File: config.mk
export PLATFORM = sky130hd
export DESIGN_NAME = bnn_roll_sched
export DESIGN_NICKNAME = d
export VERILOG_FILES = /design/src/rtl/bnn_roll_sched_pkg.sv /design/src/rtl/bnn_roll_sched_idx_cnt.sv /design/src/rtl/bnn_roll_sched.sv
export SDC_FILE = /design/constraint.sdc
export NUM_CORES = 1
export LEC_CHECK = 0
export ABC_CLOCK_PERIOD_IN_PS = 3000
export CORE_MARGIN = 4
export CORE_UTILIZATION = 55
export DETAILED_ROUTE_END_ITERATION = 10
export DONT_BUFFER_PORTS = 1
export PLACE_DENSITY = 0.8
export SLEW_MARGIN = 20
export SYNTH_ARGS = -nofsm -noshare
export SYNTH_HDL_FRONTEND = slang
export SYNTH_HIERARCHICAL = 1
export SYNTH_SLANG_ARGS = --single-unit
File: constraint.sdc
create_clock -name clk -period 3 [get_ports clk]
set_clock_uncertainty 0.05 [all_clocks]
set_input_delay 0.3 -clock clk [delete_from_list [all_inputs] [get_ports clk]]
set_output_delay 0.3 -clock clk [all_outputs]
set_load 0.01 [all_outputs]
File: src/rtl/bnn_roll_sched_pkg.sv
// ---------------------------------------------------------------------------
// bnnroll_pkg
//
// Shared definitions for the rolled binary-neural-network scheduler:
//   - state_e : scheduler states (idle, hidden layer, class layer, result)
//   - idx_w() : width of an index that counts 0..n-1, never narrower than
//               one bit so a single-neuron layer still has a legal port
// ---------------------------------------------------------------------------
package bnnroll_pkg;

   // Scheduler phases. IDLE waits for a feature vector, L0 walks the hidden
   // neurons, L1 walks the class neurons, DONE holds the prediction until the
   // consumer takes it.
   typedef enum logic [1:0] {
      ST_IDLE = 2'd0,
      ST_L0   = 2'd1,
      ST_L1   = 2'd2,
      ST_DONE = 2'd3
   } state_e;

   // Index width for a counter that visits 0..n-1. $clog2(1) is 0, which
   // would give a zero-width vector, so clamp to one bit.
   function automatic int unsigned idx_w(input int unsigned n);
      return (n > 1) ? int'($clog2(n)) : 1;
   endfunction

endpackage

File: src/rtl/bnn_roll_sched_idx_cnt.sv
// ---------------------------------------------------------------------------
// roll_idx_cnt
//
// Modulo-CNT index counter used to step through the neurons of one layer.
//
// Ports:
//   clk   in   rising-edge clock
//   rst   in   asynchronous active-high reset, clears the index
//   en    in   advance the index this cycle
//   clr   in   synchronous clear, has priority over en
//   idx   out  current index, registered
//   last  out  index currently equals CNT-1 (decoded from the register)
//
// The index only moves while en is high and wraps back to zero after the
// last neuron, so it rests at zero whenever its layer is not active.
// ---------------------------------------------------------------------------
module roll_idx_cnt
   import bnnroll_pkg::*;
#(
   parameter int unsigned CNT = 4
)(
   input  logic                    clk,
   input  logic                    rst,
   input  logic                    en,
   input  logic                    clr,
   output logic [idx_w(CNT)-1:0]   idx,
   output logic                    last
);

   localparam int unsigned W = idx_w(CNT);
   localparam logic [W-1:0] LAST_IDX = W'(CNT - 1);

   logic [W-1:0] idx_q;
   logic [W-1:0] idx_d;

   assign last = (idx_q == LAST_IDX);
   assign idx  = idx_q;

   // Wrapping explicitly on the last index keeps non-power-of-two layer
   // sizes correct; clear beats enable so an abort always lands on zero.
   always_comb begin
      idx_d = idx_q;
      if (clr) begin
         idx_d = '0;
      end else if (en) begin
         idx_d = last ? '0 : idx_q + W'(1);
      end
   end

   always_ff @(posedge clk or posedge rst) begin
      if (rst) begin
         idx_q <= '0;
      end else begin
         idx_q <= idx_d;
      end
   end

endmodule

File: src/rtl/bnn_roll_sched.sv
// ---------------------------------------------------------------------------
// bnn_roll_sched
//
// Control scheduler for a rolled (time-multiplexed) two-layer binary neural
// network. One feature vector is accepted, then the hidden neurons are
// evaluated one per cycle, then the class neurons one per cycle, and the
// prediction is held until the consumer accepts it.
//
// Parameters:
//   HIDDEN_CNT  number of hidden neurons (layer 0)
//   CLASS_CNT   number of class neurons (layer 1)
//   CNT_W       width of the completed-inference counter
//
// Ports:
//   clk        in   rising-edge clock
//   rst        in   asynchronous active-high reset
//   in_valid   in   feature vector offered
//   in_ready   out  scheduler idle and able to accept
//   flush      in   synchronous abort of the current inference
//   feat_load  out  one-cycle strobe, datapath captures the features
//   hid_en     out  hidden neuron evaluation enable
//   hid_idx    out  hidden neuron being evaluated
//   cls_en     out  class neuron evaluation enable
//   cls_idx    out  class neuron being evaluated
//   out_valid  out  prediction is final
//   out_ready  in   consumer takes the prediction
//   done_cnt   out  number of predictions handed off (wraps)
//
// Timing: accept on edge 0, hidden neurons on cycles 1..HIDDEN_CNT, class
// neurons on the following CLASS_CNT cycles, out_valid on cycle
// HIDDEN_CNT+CLASS_CNT+1.
// ---------------------------------------------------------------------------
module bnn_roll_sched
   import bnnroll_pkg::*;
#(
   parameter int unsigned HIDDEN_CNT = 40,
   parameter int unsigned CLASS_CNT  = 6,
   parameter int unsigned CNT_W      = 16
)(
   input  logic                          clk,
   input  logic                          rst,
   input  logic                          in_valid,
   output logic                          in_ready,
   input  logic                          flush,
   output logic                          feat_load,
   output logic                          hid_en,
   output logic [idx_w(HIDDEN_CNT)-1:0]  hid_idx,
   output logic                          cls_en,
   output logic [idx_w(CLASS_CNT)-1:0]   cls_idx,
   output logic                          out_valid,
   input  logic                          out_ready,
   output logic [CNT_W-1:0]              done_cnt
);

   state_e            state_q;
   state_e            state_d;
   logic [CNT_W-1:0]  done_cnt_q;
   logic [CNT_W-1:0]  done_cnt_d;
   logic              hid_last;
   logic              cls_last;

   // Hidden-layer index. It advances while the hidden layer is active and
   // is cleared by an abort so the next inference starts from neuron 0.
   roll_idx_cnt #(
      .CNT (HIDDEN_CNT)
   ) u_hid_cnt (
      .clk  (clk),
      .rst  (rst),
      .en   (hid_en),
      .clr  (flush),
      .idx  (hid_idx),
      .last (hid_last)
   );

   // Class-layer index, same behaviour for the second layer.
   roll_idx_cnt #(
      .CNT (CLASS_CNT)
   ) u_cls_cnt (
      .clk  (clk),
      .rst  (rst),
      .en   (cls_en),
      .clr  (flush),
      .idx  (cls_idx),
      .last (cls_last)
   );

   // Next-state and output decode. Enables and out_valid come from the
   // state register alone; only the accept handshake (in_ready/feat_load)
   // looks at inputs. in_ready is also held low while reset is asserted so
   // nothing can appear to be accepted by a scheduler that is being cleared.
   // A flush overrides whatever the state would have done, including a
   // pending accept or hand-off, and leaves the completion count untouched.
   always_comb begin
      state_d    = state_q;
      done_cnt_d = done_cnt_q;
      in_ready   = 1'b0;
      feat_load  = 1'b0;
      hid_en     = 1'b0;
      cls_en     = 1'b0;
      out_valid  = 1'b0;

      case (state_q)
         ST_IDLE: begin
            in_ready  = ~flush & ~rst;
            feat_load = in_valid & ~flush & ~rst;
            if (feat_load) begin
               state_d = ST_L0;
            end
         end
         ST_L0: begin
            hid_en = 1'b1;
            if (hid_last) begin
               state_d = ST_L1;
            end
         end
         ST_L1: begin
            cls_en = 1'b1;
            if (cls_last) begin
               state_d = ST_DONE;
            end
         end
         ST_DONE: begin
            out_valid = 1'b1;
            if (out_ready) begin
               state_d    = ST_IDLE;
               done_cnt_d = done_cnt_q + CNT_W'(1);
            end
         end
         default: begin
            state_d = ST_IDLE;
         end
      endcase

      if (flush) begin
         state_d    = ST_IDLE;
         done_cnt_d = done_cnt_q;
      end
   end

   // State and completion-count registers. The counter wraps naturally at
   // its width.
   always_ff @(posedge clk or posedge rst) begin
      if (rst) begin
         state_q    <= ST_IDLE;
         done_cnt_q <= '0;
      end else begin
         state_q    <= state_d;
         done_cnt_q <= done_cnt_d;
      end
   end

   assign done_cnt = done_cnt_q;

endmodule

* Yosys cells after proc, flatten, opt, wreduce, memory -nomap -nowiden
Cells that the tools add are included.
** Storage, ports and cells
- Bits in registers :: 27
- Bits of input ports :: 5
- Output and inout port bits :: 30
- Logic and storage cells :: 43
** Cells by class
- Add/subtract/negate cells :: 3
- Equal/unequal tests :: 9
- Mux-type cells :: 17
- Bitwise operators :: 5
- Reductions and logical operators :: 5
** Operators with widths (number)
- 6-bit 2-to-1 mux :: 3
- 16-bit by 1-bit adder with 16-bit output, second input constant :: 1
- 2-bit 2-to-1 mux :: 5
- 3-bit 2-to-1 mux :: 3
- 2-bit one-hot mux with 4 select lines :: 1
- 6-bit by 1-bit adder with 6-bit output, second input constant :: 1
- 6-bit equality test, second input constant :: 1
- 3-bit by 2-bit inequality test with 1-bit output, second input constant :: 2
- 3-bit inequality test, second input constant :: 2
- 1-bit 2-to-1 mux :: 5
- 2-bit equality test, second input constant :: 2
- 4-bit AND reduction :: 1
- 2-bit nonzero test :: 2
- 3-bit by 1-bit adder with 3-bit output, second input constant :: 1
- 1-bit AND :: 3
- 3-bit equality test, second input constant :: 1
- 3-bit AND reduction :: 1
- 2-bit by 1-bit equality test with 1-bit output, second input constant :: 1
- 2-bit zero test :: 1
- 1-bit NOT :: 2

* Depth between registers and ports, before layout
- Depth in word-level cells :: 6
- Depth in mapped cells :: 7
- Gate-level depth less buffers :: 7

* Cells and area by module
The synthesis kept the hierarchy.
** Modules (own cells, without submodules)
- bnn_roll_sched :: times used 1, cells each 82, area each 943.4 um^2, seq. area each 450.4 um^2
- roll_idx_cnt at u_hid_cnt :: times used 1, cells each 35, area each 354.1 um^2, seq. area each 150.1 um^2
- roll_idx_cnt at u_cls_cnt :: times used 1, cells each 13, area each 151.4 um^2, seq. area each 75.1 um^2

* Worst setup path after synthesis
No wires, ideal clock.
- Kind :: register -> register
- Start point :: register state_q[0]
- End point :: register done_cnt_q[15], in the netlist done_cnt[15]
- Setup time :: 79 ps
- Data arrival time :: 1737 ps
- Data required time :: 2871 ps
- Slack :: 1134 ps
- Cell stages (with the launch flop) :: 7
- Path buffers :: 1
- Clock period less this slack :: 1866 ps
- Cells stage by stage :: dfrtp_1 -> ha_1 -> nand3b_4 -> or4_4 -> buf_6 -> nor3_4 -> xor2_1
** Between the ends
- Word-level cells in the longest chain between the ends :: 2
** RTL lines
- start: declaration :: line bnn_roll_sched.sv:55 : state_e state_q;
- start signal: assignment :: line bnn_roll_sched.sv:147 : state_q <= state_d;
- 2-bit equality test :: line bnn_roll_sched.sv:102 : case (state_q)
- 3-bit AND reduction (no line)
- end signal: assignment :: line bnn_roll_sched.sv:148 : done_cnt_q <= done_cnt_d;
- end: declaration :: line bnn_roll_sched.sv:57 : logic [CNT_W-1:0] done_cnt_q;
Every way passes these cells.
A chain may end at the register's enable or synchronous reset.

* Worst setup path in the final report
- Start point :: register state_q[0]
- End point :: output feat_load
** Between the ends
- Word-level cells in the longest chain between the ends :: 2
** RTL lines
- 2-bit zero test :: line bnn_roll_sched.sv:102
- 1-bit 2-to-1 mux :: line bnn_roll_sched.sv:102
- end: declaration :: line bnn_roll_sched.sv:45 : output logic feat_load,
Every way passes these cells.

==> impl_metrics.csv <==
group,metric,value,unit
clock_tree,clk_latency,0.32,ns
routing,wl_met3,153,um
logic_synthesis,synthCells,130,
layout,areaGrowthSynthToFinish,4.23,%
routing,drc,0,
grt,overflow,0,
clock_tree,cts_resized,0,
place,dp_worst_setup_slack,1.07,ns
run_status,status,"finished clean",
pwr,leakage,0.746,nW
logic_synthesis,synth.yosys.seq_area_share,46.6,%
layout,drive_above_1_share,10.5,%
critical_path,required,2.65,ns
critical_path,cp-start-kind,"flop",
worst_hold_path,hold_path_class,"in2reg",
sta,hold_slack,0.0904,ns
clock_tree,cts_max_level,1,
logic_synthesis,syn_area,1450,um2
place,dp.cells,157,
logic_synthesis,netlist.area_leader.share,46.6,%
critical_path,critPathArrivalTime,1.77,ns
sta,period_needed,2.12,ns
routing,routed-wl-met2,1390,um
sta,tightest_slew,0.701,ns
layout,post-route-util,60.4,%
floorplan,rows,18,
sta,fin_crit_sh,70.5,%
logic_synthesis,synth_edf_count,0,
floorplan,die_h,59.3,um
routing,wire_per_inst,16.2,um
sta,setup_viol,0,
critical_path,critPathKind,"reg2out",
logic_synthesis,synth_area_leader_cell,"dfrtp_1",
floorplan,die_area,3520,um2
routing,drtIter0Drc,64,
logic_synthesis,ys_ff_latch,27,
sta,tns,0,ns
logic_synthesis,synthTopCellsByArea,"dfrtp_1 47%, xor2_1 6.0%, ha_1 5.2%",
logic_synthesis,async_reset_ff_share,100,%
clock_tree,clk_pin_slew,0.14,ns
clock_tree,cts_setup_buffers,0,
floorplan,die_x,59.3,um
routing,highest_layer,"met4",
floorplan,initial_utilization,58.0,%
logic_synthesis,synth.distinct_cells,41,
critical_path,rrSetupSlack,1.04,ns
layout,filler_cell_count,210,
clock_tree,holdBufCountCts,2,
clock_tree,cts.sinks,27,
routing,antenna_left,0,
routing,wl_met1,1080,um
sta,finalMaxSlewViolations,0,
floorplan,coreArea,2500,um2
routing,wl,2640,um
clock_tree,cts-root-to-sink-buffers,2,
layout,stdcell_count,163,
grt,grt_use_total,16.9,%
logic_synthesis,avgSynthCellArea,11.1,um2
pwr,peakVddDrop,0.365,mV
logic_synthesis,synth_fp_nets,141,
clock_tree,numCtsBuffers,3,
logic_synthesis,yosys_warnings,6,
clock_tree,clockRootBuffer,"clkbuf_4",
critical_path,crit_path_end_kind,"primary output",
place,portBuffers,0,
sta,slew_headroom,53.2,%
grt,antenna_found_initial,0,
floorplan,io_pins,35,
place,dpl.hpwl,1970,um
sta,worst_slack,0.884,ns
layout,diodes,0,
routing,vias,949,
run,cap_viol_max_count,0,
grt,grt_max_degree,19,
place,gp_congestion,0.780,
grt,grt_pass1_wl,4590,um
pwr,cellPowerDensity,537,nW/um2
sta,rsz0062_at_grt,"no",
sta,hold_viol_final,0,
sta,clock.fmax,473,MHz
layout,nets,145,
grt,grt_pass1_vias,990,
routing,via_per_inst,5.82,
clock_tree,cts_tree,"done",
logic_synthesis,synthFlopType,"dfrtp_1",
critical_path,crit_fanout,4,
routing,dr.pass1.iters,4,
## worst max-delay path: stages, from the launching register on
cell and delay (ns):
dfrtp_1 0.44, inv_1 0.10, ha_1 0.24, nor3b_1 0.43, and2_1 0.25
## kinds of logic after synthesis
kind of cell,count (synthesis),share of synthesized area [%]
fa+ha+maj,6,5.18
mux,3,2.16
flops,27,46.6
compound gates,11,7.43
buf+inv,11,3.71
xor+xnor,18,10.9
simple gates,54,24.0
## worst paths after layout
| path | start | to | cells past startpoint |
|---|---|---|---|
| max | state_q[0] | feat_load | 4 |
| min | flush | u_hid_cnt/idx[3] | 2 |
| max reg2reg | u_hid_cnt/idx[0] | state_q[1] | 7 |
| min reg2reg | done_cnt[15] | done_cnt[15] | 1 |
| max in group asynchronous | rst | done_cnt[1] | 2 |
| min in group asynchronous | rst | u_cls_cnt/idx[0] | 2 |
## where the power goes
part           switching (mW)  total [mW]  leakage, nW  internal [mW]
Sequential             0.0475       0.438        0.370          0.391
Clock                   0.105       0.155       0.0177         0.0499
Combinational           0.119       0.218        0.358         0.0990
Total                   0.272       0.811        0.746          0.540
## synth_stat cells, types with 3 or more instances
cell type,n
inv_1,8
and3_1,4
xnor2_1,8
nand2_1,5
nor3b_1,3
ha_1,6
xor2_1,10
a21oi_1,3
nor2_1,12
nor2b_1,4
dfrtp_1,27
nand3_1,6
nand4_1,3
## area by class of cell
class	instances	area (um2)	area share (%)
sequential	27	676	44.7
tap	30	37.5	2.49
clock inverter	1	5.00	0.331
timing repair buffer	2	20.0	1.33
inverter	8	30.0	1.99
clock buffer	3	22.5	1.49
multi-input combinational	92	719	47.6
## per-stage QoR
step | cell area, um2 | total power, mW
after floorplan | 1450 | 0.624
after global placement | 1460 | 0.644
after detailed placement | 1460 | 0.661
after CTS | 1510 | 0.822
after global routing | 1510 | 0.864
final | 1510 | 0.811
## registers in the layout, indices dropped and copies added (netlist names)
signal / cells
done_cnt: 16
u_hid_cnt/idx: 6
u_cls_cnt/idx: 3
state_q: 2
## cells in the final DEF (no fill, tap or decap), types with 2 or more instances in the layout
master,count
nand2_1,5
nand4_1,3
nor2b_1,4
a21oi_1,3
nor3b_1,3
xnor2_1,8
nor2_1,12
mux2i_1,2
inv_1,8
dfrtp_1,27
xor2_1,10
nand3_1,6
dlygate4sd3_1,2
clkbuf_4,3
a21bo_1,2
nand4b_1,2
ha_1,6
and3_1,4
## metal layers
metal | GRT usage [%] | vias up
li1 | - | 453
met1 | 21.7 | 474
met2 | 28.7 | 20
met3 | 4.14 | 2
met4 | 3.88 | 0
met5 | 0 | -
No activity file was read; power rests on OpenSTA's default activity.
